`src/rtl/instr_fetch.sv`:
```
// Instruction fetch sequencer: reads 24-bit words over req/ack and issues opcode/operands with valid/ready.
// Optional FETCH_HALT_OPCODE_EN: opcode 8'hFF parks the block in HALT instead of issuing.
module instr_fetch #(
    parameter int ADDR_W = 8
) (
    input  logic              clk,
    input  logic              reset,
    input  logic              start,
    input  logic              stop,
    input  logic [ADDR_W-1:0] start_addr,
    output logic              mem_req,
    output logic [ADDR_W-1:0] mem_addr,
    input  logic              mem_ack,
    input  logic [23:0]       mem_rdata,
    output logic [7:0]        opcode,
    output logic [7:0]        operand1,
    output logic [7:0]        operand2,
    output logic              issue_valid,
    input  logic              issue_ready,
    output logic [ADDR_W-1:0] pc,
    output logic [15:0]       instr_count,
    output logic              busy,
    output logic              halted,
    output logic [1:0]        state
);

    localparam logic [1:0] IDLE  = 2'd0;
    localparam logic [1:0] REQ   = 2'd1;
    localparam logic [1:0] ISSUE = 2'd2;
    localparam logic [1:0] HALT  = 2'd3;

    // Handshake: a transfer happens on every rising edge where issue_valid and
    // issue_ready are both high; memory reads complete on the edge with mem_req and mem_ack high.
    logic [1:0] state_q;

    always_ff @(posedge clk) begin
        if (reset) begin
            state_q     <= IDLE;
            pc          <= '0;
            opcode      <= 8'h00;
            operand1    <= 8'h00;
            operand2    <= 8'h00;
            instr_count <= 16'h0000;
        end else if (stop) begin
            state_q <= IDLE;
        end else begin
            case (state_q)
                IDLE, HALT: begin
                    if (start) begin
                        pc          <= start_addr;
                        instr_count <= 16'h0000;
                        state_q     <= REQ;
                    end
                end
                REQ: begin
                    if (mem_ack) begin
                        opcode   <= mem_rdata[23:16];
                        operand1 <= mem_rdata[15:8];
                        operand2 <= mem_rdata[7:0];
`ifdef FETCH_HALT_OPCODE_EN
                        state_q  <= (mem_rdata[23:16] == 8'hFF) ? HALT : ISSUE;
`else
                        state_q  <= ISSUE;
`endif
                    end
                end
                ISSUE: begin
                    if (issue_ready) begin
                        pc <= pc + 1'b1;
                        if (instr_count != 16'hFFFF) begin
                            instr_count <= instr_count + 16'd1;
                        end
                        state_q <= REQ;
                    end
                end
                default: state_q <= IDLE;
            endcase
        end
    end

    // All outputs decode from registers only, so no input reaches an output combinationally.
    assign state       = state_q;
    assign mem_req     = (state_q == REQ);
    assign mem_addr    = pc;
    assign issue_valid = (state_q == ISSUE);
    assign busy        = (state_q == REQ) || (state_q == ISSUE);
`ifdef FETCH_HALT_OPCODE_EN
    assign halted      = (state_q == HALT);
`else
    assign halted      = 1'b0;
`endif

endmodule

```
`config.mk`:
```
export PLATFORM = sky130hd
export DESIGN_NAME = instr_fetch
export DESIGN_NICKNAME = d
export VERILOG_FILES = /design/src/rtl/instr_fetch.sv
export SDC_FILE = /design/constraint.sdc
export NUM_CORES = 1
export LEC_CHECK = 0
export CORE_MARGIN = 8
export CORE_UTILIZATION = 47
export DETAILED_ROUTE_END_ITERATION = 12
export GPL_TIMING_DRIVEN = 0
export PLACE_DENSITY = 0.86
export SLEW_MARGIN = 10
export SYNTH_ARGS = -nofsm -noshare
export SYNTH_HDL_FRONTEND = slang
export SYNTH_SLANG_ARGS = --single-unit
```
`constraint.sdc`:
```
create_clock -name clk -period 4.8 [get_ports clk]
set_input_delay 0.48 -clock clk [delete_from_list [all_inputs] [get_ports clk]]
set_output_delay 0.48 -clock clk [all_outputs]
set_load 0.01 [all_outputs]
```
==> flow_summary.yaml <==
place:
  pre_cts_ws_ns: 2.11
  portBuffers: 98
  place_congestion: 0.894
  dpl.cell_count: 485
  dp_hpwl_um: 6030
timing:
  worst_pin_slew_ns: 0.537
  clock_skew_ns: 0.00382
  rsz0062_at_grt: "false"
  holdWs_ns: 0.458
  slew_headroom: 0.642
  setup_viol: 0
  finalCriticalPeriod_ns: 2.42
  fin_crit_sh: 0.503
  fmax_ghz: 0.414
  final.setup.tns_ns: 0
  fin_ws_ns: 2.38
  hold_viol_final: 0
  slew_viol_final: 0
logic_synthesis:
  synth_flop_cell: "dfxtp_1"
  netlist_area_um2: 2520
  yosysWarnings: 0
  syn_inst: 317
  ys_async_sr_fraction: 0
  synthTopCellsByCount: "nand2_1, dfxtp_1, a21oi_1, clkbuf_1, o21ai_0"
  synth_nets: 359
  synth_seq_cells: 50
  synth_edf_count: 0
  synth_cell_types: 56
  syn_avg_cell_area_um2: 7.95
  yosysMostFrequentCell: "nand2_1"
  synth_top_cell_by_area: "dfxtp_1"
  synth_top_area_share: 0.397
  yosysSeqAreaShare: 0.397
  ys_top_cells_by_area: "dfxtp_1, nand2_1, a21oi_1"
power_and_ir_drop:
  pwr-share-clk: 0.314
  power.switching_mw: 0.218
  intPower_mw: 0.622
  swShare: 0.259
  powerDensity_nw_per_um2: 228
  p_seq_frac: 0.517
  p_comb_frac: 0.170
  irDropWorstVdd_uv: 133
  p_leak_nw: 1.19
route:
  ant_nets: 0
  drt-wirelength-per-cell_um: 16.4
  drc_errors: 0
  drt_iter0_markers: 250
  drtPass1Iterations: 4
  drt-total-wl_um: 8080
  vias_per_cell: 5.68
  vias: 2801
grt:
  grt-ovfl-total: 0
  antenna_found_initial: 0
  first_global_vias: 2731
  track_usage: 0.205
  grt_pass1_wl_um: 13100
  grt_max_degree: 17
critical_path:
  cp-end-kind: "flop"
  critPathLaunchType: "flop"
  cp.required_ns: 5.02
  path_common_cell: "clkbuf_1"
  max_stage_delay_ns: 0.43
  path_cells: "inv_1 -> ha_1 -> nand2b_1 -> and3_1 -> clkbuf_1 -> clkbuf_1 -> o2111ai_1 -> a221oi_2"
  worstPathArrival_ns: 2.64
  path_class: "flop to flop"
  cp_slowest_cell: "clkbuf_1"
  crit_fanout: 10
layout:
  num_antenna_cells: 0
  instances_no_fill: 493
  drive_gt1_frac: 0.0709
  nets: 464
  area_delta_synth_final_pct: 46.4
flow_run:
  maxCapViolCount: 0
floorplan:
  dieArea_um2: 7960
  io_pins: 100
  die_x_um: 89.2
  row_count: 26
  start_util: 0.490
  die_y_um: 89.2
  coreArea_um2: 5140
cts:
  cts_sinks: 50
  clock_path_buffers: 2
  worstSkewPairLatency_ns: 0.30
  ctsHoldBuffers: 0
  h-tree-depth: 2
  post_cts_resized: 0
  cts_setup_buffers: 0
  root_buffer: "clkbuf_8"
  cts_made_buffers: 5
  clk_pin_slew_ns: 0.09
  cts_tree: "done"
hold_path:
  min_path_type: "flop to flop"
outcome:
  status: "complete, no violations"
-- registers in the layout, indices dropped and copies added (netlist names) --
| name | count |
|---|---|
| opcode | 8 |
| mem_addr | 8 |
| instr_count | 16 |
| operand1 | 8 |
| state | 2 |
| operand2 | 8 |
-- worst max-delay path, delay by kind of cell (launching register included) --
kind	cells	cell delay [ns]
AOI/OAI and AO/OA	2	0.50
adders and majority gates	1	0.32
buffers and inverters	3	0.82
DFF	1	0.38
and+or+nand+nor	2	0.30
-- kinds of logic (layout without fill, tap and decap cells) --
kind of cell | count (synthesis) | count (layout) | share of synthesized area
AO/OA/AOI/OAI | 88 | 88 | 0.241
other | 1 | 1 | 0.00149
multiplexers | 2 | 2 | 0.00795
adder cells (fa/ha/maj) | 4 | 4 | 0.0199
buffers and inverters | 44 | 150 | 0.0825
flip-flops | 50 | 50 | 0.397
AND/OR/NAND/NOR | 128 | 128 | 0.250
-- final timing paths --
| check | depth (start not counted) | endpoint | slack, ns | startpoint |
|---|---|---|---|---|
| worst min register to register | 2 | operand1[4] | 0.46 | operand1[4] |
| worst max-delay path | 8 | instr_count[8] | 2.38 | state[0] |
| worst min-delay path | 2 | operand1[4] | 0.46 | operand1[4] |
| worst max register to register | 8 | instr_count[8] | 2.38 | state[0] |
-- per-layer routing --
layer | vias up | global-route usage | routed length, um
met5 | - | 0 | 0
met4 | 0 | 0.0695 | 176
met3 | 19 | 0.0441 | 722
met2 | 135 | 0.340 | 3820
met1 | 1311 | 0.256 | 3360
li1 | 1336 | - | -
-- power by group through the flow --
stage	clock network (mW)	logic, mW	registers [mW]
finish	0.263	0.143	0.434
global route	0.288	0.153	0.436
CTS	0.272	0.143	0.434
detailed placement	0	0.142	0.444
global placement	0	0.139	0.443
floorplan	0	0.0584	0.447
-- cell usage in the layout (no fill, tap or decap), types with 8 or more instances in the layout --
master	netlist	routed
a211oi_1	10	10
a21oi_1	32	32
buf_4	9	9
clkbuf_1	20	20
clkdlybuf4s50_1	0	98
dfxtp_1	50	50
inv_1	11	11
nand2_1	65	65
nand2b_1	8	8
nand3_1	11	11
o21ai_0	13	13
-- per-stage QoR --
step                      power (mW)  cell area, um2  utilization
final                          0.840            3690        0.717
after global routing           0.877            3690        0.717
after CTS                      0.849            3690        0.717
after detailed placement       0.586            3590        0.698
after global placement         0.582            3590        0.698
after floorplan                0.505            2520            -
-- layout make-up --
type,instances,area (um2)
flip-flops and latches,50,1000
clock inverters,2,17.5
inverters,12,45.0
fillers,434,1450
repair buffers,98,981
multi-input cells,223,1310
plain buffers,32,163
well taps,70,87.6
clock buffers,6,82.6
Power figures use the tool's default switching activity.
==> variant 1 (same settings) <==
Build with the macro `FETCH_HALT_OPCODE_EN` defined.
--- a/src/rtl/instr_fetch.sv
+++ b/src/rtl/instr_fetch.sv
@@ -2,2 +2,4 @@
 // Optional FETCH_HALT_OPCODE_EN: opcode 8'hFF parks the block in HALT instead of issuing.
+`define FETCH_HALT_OPCODE_EN
+
 module instr_fetch #(
Function: changed (Yosys sat finds a counterexample within 4 cycles, from zero or initial values and one cycle with reset high).
==> variant 1 against the unedited design <==
Final area decreased by 0.14%. Via count increased by 1.7%. Sequential cell count unchanged. Setup slack got worse by 20 ps. Wire length increased by 1.5%. Hold slack improved by 0.81 ps. Synthesized area decreased by 0.40%. Total power increased by 0.28%. Critical path type unchanged. Critical endpoint is now instr_count[15].
==> variant 1: results (changes against the unedited design) <==
status:
  status: "finished clean"
detailed_routing:
  via_per_inst: 5.77  # +1.5%
  first_iter_violations: 261  # +4.4%
  vias: 2849  # +1.7%
  first_pass_iters: 5  # +1
  wirelength_um: 8200  # +1.5%
synth:
  synth_area_leaders: "dfxtp_1 40%, nand2_1 10%, a21oi_1 6.8%"
  netlist-cell-type-count: 46  # -18%
  yosysWarnings: 0  # unchanged
  synth_ff_type: "dfxtp_1"
  synthTopCellsByCount: "67 x nand2_1, 50 x dfxtp_1, 34 x a21oi_1"
  ys_seq_area_share_pct: 39.9  # +0.16 points
  synth_nets: 360  # +0.28%
placed_design:
  port_buffers: 99  # +1.0%
  gp_congestion: 0.855  # -4.4%
  dp_slack_ps: 2370  # +256 ps
  dpl.hpwl_um: 6300  # +4.4%
  placed_cells: 486  # +0.21%
global_routing:
  track_usage_pct: 20.8  # +0.29 points
  grt_pass1_vias: 2740  # +0.33%
  use_met2_pct: 33.2  # -0.85 points
  met3_usage_pct: 9.47  # +5.1 points
  grt_use_met1_pct: 24.4  # -1.3 points
  grt_max_degree: 16  # -1
  grt_pass1_wl_um: 13200  # +0.95%
setup_path:
  cp.arrival_ps: 2600  # -40 ps
  crit_fanout: 9  # -1
clock_tree:
  numCtsBuffers: 5  # unchanged
  cts_resized: 0  # unchanged
layout:
  drive_above_1_share_pct: 6.60  # -0.49 points
  final_nets: 466  # +0.43%
sta:
  slew_headroom_pct: 56.4  # -7.8 points
  fin_skew_ps: 7.82  # +3.99 ps
pwr:
  peakVddDrop_mv: 0.193  # +45%
  p_leak_nw: 1.17  # -1.2%
-- variant 1: logic make-up (layout without fill, tap and decap cells) --
kind of cell             after synthesis  count (layout)  synth area share [%]
AO/OA/AOI/OAI                         87              87                  22.6
buffers and inverters                 36             143                  6.88
adder cells (fa/ha/maj)                5               5                  2.49
AND/OR/NAND/NOR                      134             134                  26.1
flip-flops                            50              50                  39.9
multiplexers                           5               5                  2.00
-- variant 1: final cells by class --
cell class	count	area (um2)
clock buffers	6	82.6
repair buffers	99	991
plain buffers	26	135
multi-input cells	231	1340
flip-flops and latches	50	1000
inverters	10	37.5
fillers	431	1460
well taps	70	87.6
clock inverters	2	12.5
-- variant 1: power breakdown --
group          switching (mW)  internal [mW]  total (mW)  leakage, nW
registers              0.0119          0.424       0.436        0.405
logic                  0.0652         0.0810       0.146        0.723
clock network           0.144          0.116       0.260       0.0472
total                   0.221          0.622       0.842         1.17
-- variant 1: worst max-delay path, cell delays in order (launching register included) --
cell	delay, ps
dfxtp_1	440
inv_1	70
ha_1	320
nor2b_1	140
clkbuf_1	190
or3_1	390
buf_2	190
a21oi_2	400
o21ai_0	180
-- variant 1: per-layer routing --
layer  part of all wire [%]  vias to the layer above
met5                      0                        -
met4                    2.2                        0
met3                     13                       25
met2                     45                      165
met1                     40                     1305
li1                       -                     1354
-- variant 1: metrics by stage --
step	util [%]	hold slack [ps]
after CTS	71.6	460
after global placement	69.8	440
after global routing	71.6	487
after floorplan	-	481
after detailed placement	69.8	449
final	71.6	459
-- variant 1: final timing paths --
check / start / end / slack, ps / depth (start not counted)
worst max register to register: state[0] / instr_count[15] / 2360 / 8
worst min-delay path: opcode[6] / opcode[6] / 460 / 2
worst min register to register: opcode[6] / opcode[6] / 460 / 2
worst max-delay path: state[0] / instr_count[15] / 2360 / 8
==> variant 2 (config.mk and constraints unchanged) <==
Made on the original files. Register the output `instr_count` once more, with the module's reset; this adds one clock of latency there. The other outputs are not delayed to match.
--- a/src/rtl/instr_fetch.sv
+++ b/src/rtl/instr_fetch.sv
@@ -31,2 +31,4 @@
 
+    logic [15:0] instr_count_s0;
+
     // Handshake: a transfer happens on every rising edge where issue_valid and
@@ -42,3 +44,3 @@
             operand2    <= 8'h00;
-            instr_count <= 16'h0000;
+            instr_count_s0 <= 16'h0000;
         end else if (stop) begin
@@ -50,3 +52,3 @@
                         pc          <= start_addr;
-                        instr_count <= 16'h0000;
+                        instr_count_s0 <= 16'h0000;
                         state_q     <= REQ;
@@ -69,4 +71,4 @@
                         pc <= pc + 1'b1;
-                        if (instr_count != 16'hFFFF) begin
-                            instr_count <= instr_count + 16'd1;
+                        if (instr_count_s0 != 16'hFFFF) begin
+                            instr_count_s0 <= instr_count_s0 + 16'd1;
                         end
@@ -92,2 +94,10 @@
 
+    always_ff @(posedge clk) begin
+        if (reset) begin
+            instr_count <= '0;
+        end else begin
+            instr_count <= instr_count_s0;
+        end
+    end
+
 endmodule
Formal check against the unedited RTL: not equivalent (a bounded check fails within 4 cycles, from zero or initial values and one cycle with reset high).
==> variant 2 against the unedited design <==
Synthesized area rose by 17%. Final area rose by 14%. Sequential cell count rose by 16. Via count rose by 7.9%. Total power rose by 33%. Wire length rose by 11%. Sequential power rose by 31%. Highest routed layer unchanged. Setup slack improved by 30 ps.
==> variant 2: results (changes against the unedited design) <==
status:
  status: "finished clean"
setup_path:
  crit_family: "simple AND/OR/NAND/NOR gates"
  rrSetupSlack_ps: 2410  # +30 ps
  cp.arrival_ps: 2570  # -70 ps
  slowest_delay_ps: 540  # +110 ps
  critical_path.slowest_cell: "or4_4"
  worstReg2RegEnd: "instr_count_s0[15]"
global_routing:
  grt_use_met1_pct: 22.4  # -3.2 points
  use_met2_pct: 33.7  # -0.29 points
  grt_max_degree: 11  # -6
  met3_usage_pct: 5.04  # +0.63 points
  grt_pass1_wl_um: 14200  # +8.6%
  track_usage_pct: 19.9  # -0.58 points
  antenna_found_initial: 0  # unchanged
worst_hold_path:
  min_to: "operand2[7]"
  hp-start: "operand2[7]"
synth:
  synthTopCellsByCount: "66 x dfxtp_1, 63 x nand2_1, 35 x a21oi_1"
  netlist-cell-type-count: 54  # -3.6%
  async_flop_share_pct: 0  # unchanged
  synth_ff_type: "dfxtp_1"
  ys_seq_area_share_pct: 44.8  # +5.0 points
  synth_nets: 390  # +8.6%
  synth_cells: 348  # +9.8%
  synth_area_leaders: "dfxtp_1 45%, nand2_1 8.0%, a21oi_1 5.9%"
layout:
  final_nets: 499  # +7.5%
  num-fill-cells: 515  # +19%
pwr:
  peakVddDrop_mv: 0.155  # +16%
  p_int_mw: 0.840  # +35%
  p_leak_nw: 1.41  # +19%
sta:
  fin_skew_ps: 4.52  # +0.695 ps
  whs_ps: 455  # -3.27 ps
  max_slew.worst_pin.slew_ps: 745  # +207 ps
clock_tree:
  clkTransAtPathRegs_ps: 70  # -20 ps
  h-tree-depth: 3  # +1
  numCtsBuffers: 9  # +4
placed_design:
  gp_congestion: 0.904  # +1.1%
  dp_slack_ps: 2340  # +235 ps
  dpl.hpwl_um: 6540  # +8.4%
  placed_cells: 523  # +7.8%
detailed_routing:
  wirelength_um: 8970  # +11%
  wire_per_inst_um: 16.6  # +1.5%
  via_per_inst: 5.61  # -1.3%
==> variant 2: metal layers <==
layer | routed length, um | vias to the layer above
li1 | - | 1448
met3 | 598 | 23
met5 | 0 | -
met2 | 4490 | 133
met1 | 3580 | 1419
met4 | 295 | 0
==> variant 2: how the worst max path moves through the flow <==
stage	cells past startpoint	to	start	slack [ps]
after floorplan	7	instr_count_s0[1]	state[0]	2620
after global placement	6	instr_count_s0[1]	start	2390
after detailed placement	6	instr_count_s0[1]	start	2340
after CTS	7	instr_count_s0[1]	state[0]	2430
after global routing	8	instr_count_s0[15]	state[0]	2250
final	8	instr_count_s0[15]	state[0]	2410
==> variant 2: cell families (layout without fill, tap and decap cells) <==
| family | Yosys count | in the layout | synth area share (%) |
|---|---|---|---|
| flip-flops | 66 | 66 | 44.8 |
| AO/OA/AOI/OAI | 93 | 93 | 20.9 |
| adder cells (fa/ha/maj) | 4 | 4 | 1.70 |
| AND/OR/NAND/NOR | 141 | 141 | 24.8 |
| buffers and inverters | 41 | 155 | 7.04 |
| multiplexers | 2 | 2 | 0.721 |
| other | 1 | 1 | 0.127 |
==> variant 2: power groups by stage <==
stage | clock [mW] | combinational, mW | sequential [mW]
floorplan | 0 | 0.0642 | 0.582
global placement | 0 | 0.146 | 0.579
detailed placement | 0 | 0.149 | 0.580
CTS | 0.410 | 0.150 | 0.567
global route | 0.428 | 0.162 | 0.569
finish | 0.399 | 0.150 | 0.568
==> variant 2: worst register-to-register path, cell delays in order (launching register included) <==
cell and delay, ps:
dfxtp_1 390, inv_1 60, ha_1 320, nor2b_1 150, buf_6 130, or4_4 540, buf_6 170, a311oi_1 330
a221oi_1 140
==> variant 2: layout make-up <==
cell class	instances	area, um2	area share, %
multi-input combinational	241	1420	33.9
sequential	66	1320	31.5
timing repair buffer	98	981	23.4
buffer	30	166	3.97
clock buffer	13	149	3.55
tap	77	96.3	2.30
inverter	11	41.3	0.985
clock inverter	3	15.0	0.358
==> variant 2: metrics by stage <==
| stage | utilization [%] | cell area, um2 |
|---|---|---|
| after floorplan | - | 2950 |
| after global placement | 64.9 | 4030 |
| after detailed placement | 64.9 | 4030 |
| after CTS | 67.6 | 4190 |
| after global routing | 67.6 | 4190 |
| final | 67.6 | 4190 |
